### src/rtl/io_stream_feeder_pkg.sv
// Shared types and constants for the host-side A/B stream feeder.
package io_stream_feeder_pkg;

  typedef enum logic [1:0] {
    IDLE,
    RUN,
    DONE
  } feeder_state_e;

  typedef enum logic {
    STREAM_A,
    STREAM_B
  } stream_id_e;

  localparam int unsigned FEEDER_FIFO_DEPTH = 4;
  localparam int unsigned FEEDER_OCC_W      = $clog2(FEEDER_FIFO_DEPTH + 1);
  localparam int unsigned FEEDER_PTR_W      = $clog2(FEEDER_FIFO_DEPTH);

  // Outstanding source read: which stream the returning word belongs to
  typedef struct packed {
    logic       valid;
    stream_id_e id;
  } read_tag_t;

endpackage

### src/rtl/io_stream_feeder_if.sv
// Source-memory read port plus the A and B valid/ready streams toward top_chip.
interface io_stream_feeder_if #(
  parameter int unsigned DATA_W = 16,
  parameter int unsigned ADDR_W = 12
);

  logic [DATA_W-1:0] a_input;
  logic              a_valid;
  logic              a_ready;
  logic [DATA_W-1:0] b_input;
  logic              b_valid;
  logic              b_ready;
  logic [ADDR_W-1:0] src_read_addr;
  logic              src_read_en;
  logic [DATA_W-1:0] src_qout;

  modport master (
    output a_input, a_valid, b_input, b_valid, src_read_addr, src_read_en,
    input  a_ready, b_ready, src_qout
  );

  modport slave (
    input  a_input, a_valid, b_input, b_valid, src_read_addr, src_read_en,
    output a_ready, b_ready, src_qout
  );

endinterface

### src/rtl/io_stream_feeder_fifo.sv
// Depth-4 register FIFO; head reads as zero while empty.
module stream_fifo
  import io_stream_feeder_pkg::*;
#(
  parameter int unsigned WIDTH = 16
) (
  input  logic                    clk,
  input  logic                    rst_in,
  input  logic                    push,
  input  logic                    pop,
  input  logic [WIDTH-1:0]        data,
  output logic [WIDTH-1:0]        head,
  output logic                    empty,
  output logic [FEEDER_OCC_W-1:0] occ
);

  logic [WIDTH-1:0]        mem [FEEDER_FIFO_DEPTH];
  logic [FEEDER_PTR_W-1:0] rd_ptr;
  logic [FEEDER_PTR_W-1:0] wr_ptr;
  logic                    do_pop;

  assign empty  = (occ == '0);
  assign do_pop = pop && !empty;
  assign head   = empty ? '0 : mem[rd_ptr];

  // Storage carries no reset; only the pointers define what is live
  always_ff @(posedge clk) begin
    if (push) begin
      mem[wr_ptr] <= data;
    end
  end

  always_ff @(posedge clk) begin
    if (rst_in) begin
      rd_ptr <= '0;
      wr_ptr <= '0;
      occ    <= '0;
    end else begin
      if (push) begin
        wr_ptr <= wr_ptr + FEEDER_PTR_W'(1);
      end
      if (do_pop) begin
        rd_ptr <= rd_ptr + FEEDER_PTR_W'(1);
      end
      occ <= occ + FEEDER_OCC_W'(push) - FEEDER_OCC_W'(do_pop);
    end
  end

  // The issuer's credit check must make a push into a full FIFO impossible
  a_no_overflow: assert property (@(posedge clk) disable iff (rst_in)
    !(push && occ == FEEDER_OCC_W'(FEEDER_FIFO_DEPTH)));

endmodule

### src/rtl/io_stream_feeder.sv
// Shares one source-memory read port round-robin between the A and B streams,
// each backed by a small FIFO so a lone stream still sustains one word per cycle.
module io_stream_feeder
  import io_stream_feeder_pkg::*;
#(
  parameter int unsigned  IO_DATA_WIDTH  = 16,
  parameter int unsigned  SRC_MEM_HEIGHT = 1 << 12,
  localparam int unsigned AW             = $clog2(SRC_MEM_HEIGHT),
  localparam int unsigned LW             = AW + 1
) (
  input  logic                 clk,
  input  logic                 rst_in,
  input  logic                 start,
  input  logic [AW-1:0]        a_base,
  input  logic [AW-1:0]        b_base,
  input  logic [LW-1:0]        a_len,
  input  logic [LW-1:0]        b_len,
  output logic                 busy,
  output logic                 done,
  io_stream_feeder_if.master   bus
);

  feeder_state_e           state_q, state_d;
  stream_id_e              ptr_q, ptr_d;
  read_tag_t               tag_q;
  logic [AW-1:0]           addr_a_q, addr_b_q;
  logic [LW-1:0]           rem_a_q, rem_b_q;

  logic [FEEDER_OCC_W-1:0] occ_a, occ_b;
  logic [FEEDER_OCC_W-1:0] credit_a, credit_b;
  logic                    empty_a, empty_b;
  logic [IO_DATA_WIDTH-1:0] head_a, head_b;
  logic                    inflight_a, inflight_b;
  logic                    pop_a, pop_b;
  logic                    elig_a, elig_b;
  logic                    grant_a, grant_b;
  logic                    drain_a, drain_b;

  assign inflight_a = tag_q.valid && (tag_q.id == STREAM_A);
  assign inflight_b = tag_q.valid && (tag_q.id == STREAM_B);
  assign credit_a   = occ_a + FEEDER_OCC_W'(inflight_a);
  assign credit_b   = occ_b + FEEDER_OCC_W'(inflight_b);
  assign elig_a     = (state_q == RUN) && (rem_a_q != '0) &&
                      (credit_a < FEEDER_OCC_W'(FEEDER_FIFO_DEPTH));
  assign elig_b     = (state_q == RUN) && (rem_b_q != '0) &&
                      (credit_b < FEEDER_OCC_W'(FEEDER_FIFO_DEPTH));

  assign pop_a   = bus.a_valid && bus.a_ready;
  assign pop_b   = bus.b_valid && bus.b_ready;
  // A FIFO counts as drained if it is empty or its last word leaves this cycle
  assign drain_a = (occ_a == '0) || ((occ_a == FEEDER_OCC_W'(1)) && pop_a);
  assign drain_b = (occ_b == '0) || ((occ_b == FEEDER_OCC_W'(1)) && pop_b);

  assign busy        = (state_q != IDLE);
  assign done        = (state_q == DONE);
  assign bus.a_valid = !empty_a;
  assign bus.b_valid = !empty_b;
  assign bus.a_input = head_a;
  assign bus.b_input = head_b;

  always_ff @(posedge clk) begin
    if (rst_in) begin
      state_q <= IDLE;
    end else begin
      state_q <= state_d;
    end
  end

  // Arbitration, read issue and next-state
  always_comb begin
    state_d           = state_q;
    ptr_d             = ptr_q;
    grant_a           = 1'b0;
    grant_b           = 1'b0;
    bus.src_read_en   = 1'b0;
    bus.src_read_addr = '0;

    if (elig_a && elig_b) begin
      grant_a = (ptr_q == STREAM_A);
      grant_b = (ptr_q == STREAM_B);
      ptr_d   = (ptr_q == STREAM_A) ? STREAM_B : STREAM_A;
    end else begin
      grant_a = elig_a;
      grant_b = elig_b;
    end

    if (grant_a) begin
      bus.src_read_en   = 1'b1;
      bus.src_read_addr = addr_a_q;
    end else if (grant_b) begin
      bus.src_read_en   = 1'b1;
      bus.src_read_addr = addr_b_q;
    end

    case (state_q)
      IDLE: begin
        if (start) begin
          state_d = RUN;
        end
      end
      RUN: begin
        if ((rem_a_q == '0) && (rem_b_q == '0) && !tag_q.valid && drain_a && drain_b) begin
          state_d = DONE;
        end
      end
      DONE:    state_d = IDLE;
      default: state_d = IDLE;
    endcase
  end

  always_ff @(posedge clk) begin
    if (rst_in) begin
      ptr_q       <= STREAM_A;
      tag_q.valid <= 1'b0;
      tag_q.id    <= STREAM_A;
      addr_a_q    <= '0;
      addr_b_q    <= '0;
      rem_a_q     <= '0;
      rem_b_q     <= '0;
    end else begin
      ptr_q       <= ptr_d;
      tag_q.valid <= grant_a || grant_b;
      tag_q.id    <= grant_b ? STREAM_B : STREAM_A;
      if ((state_q == IDLE) && start) begin
        addr_a_q <= a_base;
        addr_b_q <= b_base;
        rem_a_q  <= a_len;
        rem_b_q  <= b_len;
      end
      // Address wraps naturally at the memory depth
      if (grant_a) begin
        addr_a_q <= addr_a_q + AW'(1);
        rem_a_q  <= rem_a_q - LW'(1);
      end
      if (grant_b) begin
        addr_b_q <= addr_b_q + AW'(1);
        rem_b_q  <= rem_b_q - LW'(1);
      end
    end
  end

  stream_fifo #(.WIDTH(IO_DATA_WIDTH)) u_fifo_a (
    .clk    (clk),
    .rst_in (rst_in),
    .push   (inflight_a),
    .pop    (pop_a),
    .data   (bus.src_qout),
    .head   (head_a),
    .empty  (empty_a),
    .occ    (occ_a)
  );

  stream_fifo #(.WIDTH(IO_DATA_WIDTH)) u_fifo_b (
    .clk    (clk),
    .rst_in (rst_in),
    .push   (inflight_b),
    .pop    (pop_b),
    .data   (bus.src_qout),
    .head   (head_b),
    .empty  (empty_b),
    .occ    (occ_b)
  );

endmodule

### src/flat_wrapper.sv
// flat-port wrapper written by rule: the top's interface ports become plain ports
module io_stream_feeder_flat import io_stream_feeder_pkg::*;
#(
  parameter int unsigned  IO_DATA_WIDTH  = 16,
  parameter int unsigned  SRC_MEM_HEIGHT = 1 << 12,
  localparam int unsigned AW             = $clog2(SRC_MEM_HEIGHT),
  localparam int unsigned LW             = AW + 1
)
  (clk, rst_in, start, a_base, b_base, a_len, b_len, busy, done, bus_a_input, bus_a_valid, bus_b_input, bus_b_valid, bus_src_read_addr, bus_src_read_en, bus_a_ready, bus_b_ready, bus_src_qout);
  io_stream_feeder_if #(.DATA_W((16)), .ADDR_W((12))) bus_i ();
  input  logic clk;
  input  logic rst_in;
  input  logic start;
  input  logic [AW-1:0] a_base;
  input  logic [AW-1:0] b_base;
  input  logic [LW-1:0] a_len;
  input  logic [LW-1:0] b_len;
  output logic busy;
  output logic done;
  output wire logic [$bits(bus_i.a_input)-1:0] bus_a_input;
  output wire logic [$bits(bus_i.a_valid)-1:0] bus_a_valid;
  output wire logic [$bits(bus_i.b_input)-1:0] bus_b_input;
  output wire logic [$bits(bus_i.b_valid)-1:0] bus_b_valid;
  output wire logic [$bits(bus_i.src_read_addr)-1:0] bus_src_read_addr;
  output wire logic [$bits(bus_i.src_read_en)-1:0] bus_src_read_en;
  input wire logic [$bits(bus_i.a_ready)-1:0] bus_a_ready;
  input wire logic [$bits(bus_i.b_ready)-1:0] bus_b_ready;
  input wire logic [$bits(bus_i.src_qout)-1:0] bus_src_qout;
  assign bus_a_input = bus_i.a_input;
  assign bus_a_valid = bus_i.a_valid;
  assign bus_b_input = bus_i.b_input;
  assign bus_b_valid = bus_i.b_valid;
  assign bus_src_read_addr = bus_i.src_read_addr;
  assign bus_src_read_en = bus_i.src_read_en;
  assign bus_i.a_ready = bus_a_ready;
  assign bus_i.b_ready = bus_b_ready;
  assign bus_i.src_qout = bus_src_qout;
  io_stream_feeder #(.IO_DATA_WIDTH(IO_DATA_WIDTH), .SRC_MEM_HEIGHT(SRC_MEM_HEIGHT)) u_core (.clk(clk), .rst_in(rst_in), .start(start), .a_base(a_base), .b_base(b_base), .a_len(a_len), .b_len(b_len), .busy(busy), .done(done), .bus(bus_i));
endmodule
### config.mk
export PLATFORM = sky130hd
export DESIGN_NAME = io_stream_feeder_flat
export DESIGN_NICKNAME = d
export VERILOG_FILES = /design/src/rtl/io_stream_feeder_pkg.sv /design/src/rtl/io_stream_feeder_if.sv /design/src/rtl/io_stream_feeder_fifo.sv /design/src/rtl/io_stream_feeder.sv /design/src/flat_wrapper.sv
export SDC_FILE = /design/constraint.sdc
export NUM_CORES = 1
export LEC_CHECK = 0
export CORE_ASPECT_RATIO = 1.25
export CORE_MARGIN = 1.5
export CORE_UTILIZATION = 55
export CTS_CLUSTER_SIZE = 20
export DETAILED_ROUTE_END_ITERATION = 6
export PLACE_DENSITY = 0.89
export SLEW_MARGIN = 25
export SYNTH_ARGS = -nofsm -noshare
export SYNTH_HDL_FRONTEND = slang
export SYNTH_SLANG_ARGS = --single-unit
export TNS_END_PERCENT = 20
### constraint.sdc
create_clock -name clk -period 3.7 [get_ports clk]
set_input_delay 0.925 -clock clk [delete_from_list [all_inputs] [get_ports clk]]
set_output_delay 0.925 -clock clk [all_outputs]
set_load 0.005 [all_outputs]
==> flow_summary.yaml <==
worst_setup_path:
  required_ns: 2.77
  critical-path-top-delay-family: "buffers and inverters"
  r2r_cells: 10
  r2r-start: "u_core.tag_q[1]$_SDFF_PP0_"
  startpoint_type: "flip-flop"
  critPathSlowestCell: "clkdlybuf4s50_1"
  crit_path_end_kind: "output pin"
  rr_endpoint: "u_core.rem_b_q[5]$_SDFFE_PP0P_"
  worstSetupStartpoint: "u_core.tag_q[1]$_SDFF_PP0_"
  reg2reg_setup_slack_ns: 1.12
  max_stage_delay_ns: 0.50
  crit_fanout: 7
  path_buf_inv: 3
  crit_top_cell: "nand2_2"
  crit_arrival_ns: 2.89
  crit_type: "flip-flop to output pin"
  crit_chain: "nand2_2 -> inv_1 -> ha_1 -> ha_2 -> xnor2_4 -> nand2_2 -> a211oi_4 -> buf_6 -> a22o_1 -> clkdlybuf4s50_1"
timing:
  slew_headroom: 0.420
  slew_violations: 0
  hold_violations: 0
  fin_crit_ns: 3.82
  fmax_mhz: 262
  clock_skew_ns: 0.00737
  whs_ns: 0.466
  rsz0062_at_grt: "true"
  worst_pin_slew_ns: 0.869
  setup_slack_ns: -0.117
  finalCritPeriodShare: 1.03
  setup_violations: 7
hold_path:
  hp-class: "flip-flop to flip-flop"
  hp-start: "u_core.rem_a_q[0]$_SDFFE_PP0P_"
  whs_path_depth: 2
  hold_end: "u_core.rem_a_q[0]$_SDFFE_PP0P_"
final_layout:
  final_common_cell: "edfxtp_1"
  syn_to_final_growth_pct: 24.7
  mostFrequentLayoutCells: "128 x edfxtp_1, 113 x clkdlybuf4s50_1, 69 x dfxtp_1"
  num_antenna_cells: 0
  drive_above_1_share: 0.136
  final_nets: 928
clocking:
  clk_pin_slew_ns: 0.06
  clockBufferDepth: 3
  htreeDepth: 1
  root_buffer: "clkbuf_16"
  cts_inserted_buffers: 20
  clock_latency_ns: 0.49
  ctsHoldBuffers: 0
  clkSinkCount: 201
  cts_tree: "done"
routing:
  wl_um: 21200
  drc_errors: 0
  vias_per_cell: 6.08
  first_pass_iters: 5
  vias: 6485
  wl_per_cell_um: 19.9
  ant_nets: 0
  drt_iter0_drc: 389
global_routing:
  gr-usage-all-layers: 0.249
  grt_pass1_vias: 6462
  grt_max_degree: 65
  grt_first_pass_wirelength_um: 34200
  gr-total-overflow: 0
  antenna_found_initial: 0
synth:
  syn_area_per_cell_sq_um: 12.5
  synth_area_leaders: "edfxtp_1 43%, dfxtp_1 16%, mux4_2 8.0%, and2_1 2.8%, ha_1 2.8%"
  synth-edff-count: 128
  synth_area_sq_mm: 0.00904
  synth_top_area_frac: 0.425
  ys_seq_area_frac: 0.587
  syn_inst: 721
  synth_cell_types: 59
  syn_nets: 812
  ys_seq_elements: 201
  yosysTopAreaCell: "edfxtp_1"
  synthArstFlopShare: 0
  ys_warn_count: 0
  ys.flop_type: "edfxtp_1"
placed_design:
  dp_hpwl_um: 13800
  pre_cts_ws_ns: 0.0982
  routabilityCongestion: 0.900
  port_buffers: 119
pwr:
  leakagePower_nw: 3.84
  ir_drop_uv: 376
  power_frac_clock: 0.292
  power.switching_mw: 2.06
  internal_power_mw: 5.06
  power_density_mw_per_mm2: 632
  combPwrFrac: 0.317
  switching_share: 0.289
  p_seq_frac: 0.391
floorplan:
  die_w_um: 118
  dieArea_sq_mm: 0.0172
  start_util: 0.560
  placementRows: 52
  die_h_um: 146
  pin_count: 120
  fp.coreArea_sq_mm: 0.0161
status:
  status: "complete, but fails checks"
  violations: "negative setup slack"
run:
  max_cap_viol_count: 0
## how the worst max path moves through the flow
stage	end	cells past startpoint
global placement	bus_src_read_addr[3]	10
finish	bus_src_read_addr[0]	10
CTS	bus_src_read_addr[3]	10
detailed placement	bus_src_read_addr[11]	10
floorplan	bus_src_read_addr[10]	10
global route	bus_src_read_addr[3]	10
## sequential cells by signal, summed over array words and instances (netlist names), named ones only
name,count
u_core.addr_a_q,12
u_core.u_fifo_a.mem,64
u_core.u_fifo_a.rd_ptr,2
u_core.tag_q,2
u_core.rem_a_q,13
u_core.ptr_q,1
u_core.u_fifo_a.occ,3
u_core.u_fifo_b.mem,64
u_core.u_fifo_a.wr_ptr,2
u_core.u_fifo_b.wr_ptr,2
u_core.addr_b_q,12
u_core.rem_b_q,13
u_core.u_fifo_b.rd_ptr,2
u_core.u_fifo_b.occ,3
u_core.state_q,2
## stage by stage
stage                     area [sq um]  setup TNS, ns  total power [mW]   util  cells
after floorplan                   9040              0              4.04      -    721
final                            11300         -0.641              7.12  0.699   1067
after global routing             11300          -1.76              7.47  0.699   1067
after global placement           10400              0              4.89  0.646   1025
after CTS                        11300         -0.297              7.15  0.697   1066
after detailed placement         10400              0              4.98  0.646   1025
## logic make-up after synthesis
family / after synthesis / share of synthesized area
AOI/OAI and AO/OA: 130 / 0.106
xor gates and xnor gates: 11 / 0.0107
adders and majority gates: 20 / 0.0277
buffers and inverters: 67 / 0.0298
DFF: 201 / 0.587
muxes: 35 / 0.0831
and+or+nand+nor: 257 / 0.156
## layout make-up
class	count	area (sq um)
clock buffers	23	533
repair buffers	140	1350
fillers	1116	4860
multi-input cells	453	3580
inverters	21	78.8
well taps	216	270
clock inverters	13	149
flip-flops and latches	201	5310
## synthesized netlist by cell type (all sizes together), types with 5 or more instances
cell       n
nor3b      5
o211ai    16
and2      41
nor4       8
nand3     28
nor2      34
a31oi     16
clkbuf    30
xnor2      8
mux4      32
inv       21
and3      17
a32oi      7
a22oi      7
edfxtp   128
or3       22
nor2b      6
a22o      10
or4        8
dfxtp     73
o311ai     8
o2111ai    5
nand4     12
nor3      17
a21oi     24
nand2     47
o21ai     10
ha        20
buf       16
## routing by layer
| layer | share of wire | track usage | vias to the layer above |
|---|---|---|---|
| li1 | - | - | 3026 |
| met1 | 0.38 | 0.297 | 3155 |
| met2 | 0.54 | 0.474 | 272 |
| met3 | 0.059 | 0.0363 | 32 |
| met4 | 0.019 | 0.0573 | 0 |
| met5 | 0 | 0 | - |
## tightest hold or removal path, cell delays in order, from the launching register on
cell and delay (ns):
dfxtp_1 0.31, nand3_1 0.06, a21oi_1 0.05
## power by group through the flow
| stage | Combinational (mW) | Sequential [mW] | Clock, mW |
|---|---|---|---|
| floorplan | 1.29 | 2.74 | 0 |
| global placement | 2.10 | 2.79 | 0 |
| detailed placement | 2.17 | 2.81 | 0 |
| CTS | 2.26 | 2.78 | 2.11 |
| global route | 2.47 | 2.81 | 2.19 |
| finish | 2.26 | 2.79 | 2.08 |
## what timing repair did
item                                    in CTS  in global routing
pin swaps                                    3                  2
setup buffers                                4                  1
endpoints found under the setup margin      12                 12
gates cloned                                 1                  0
resized for setup                           31                  3
No activity file was read; power rests on OpenSTA's default activity.
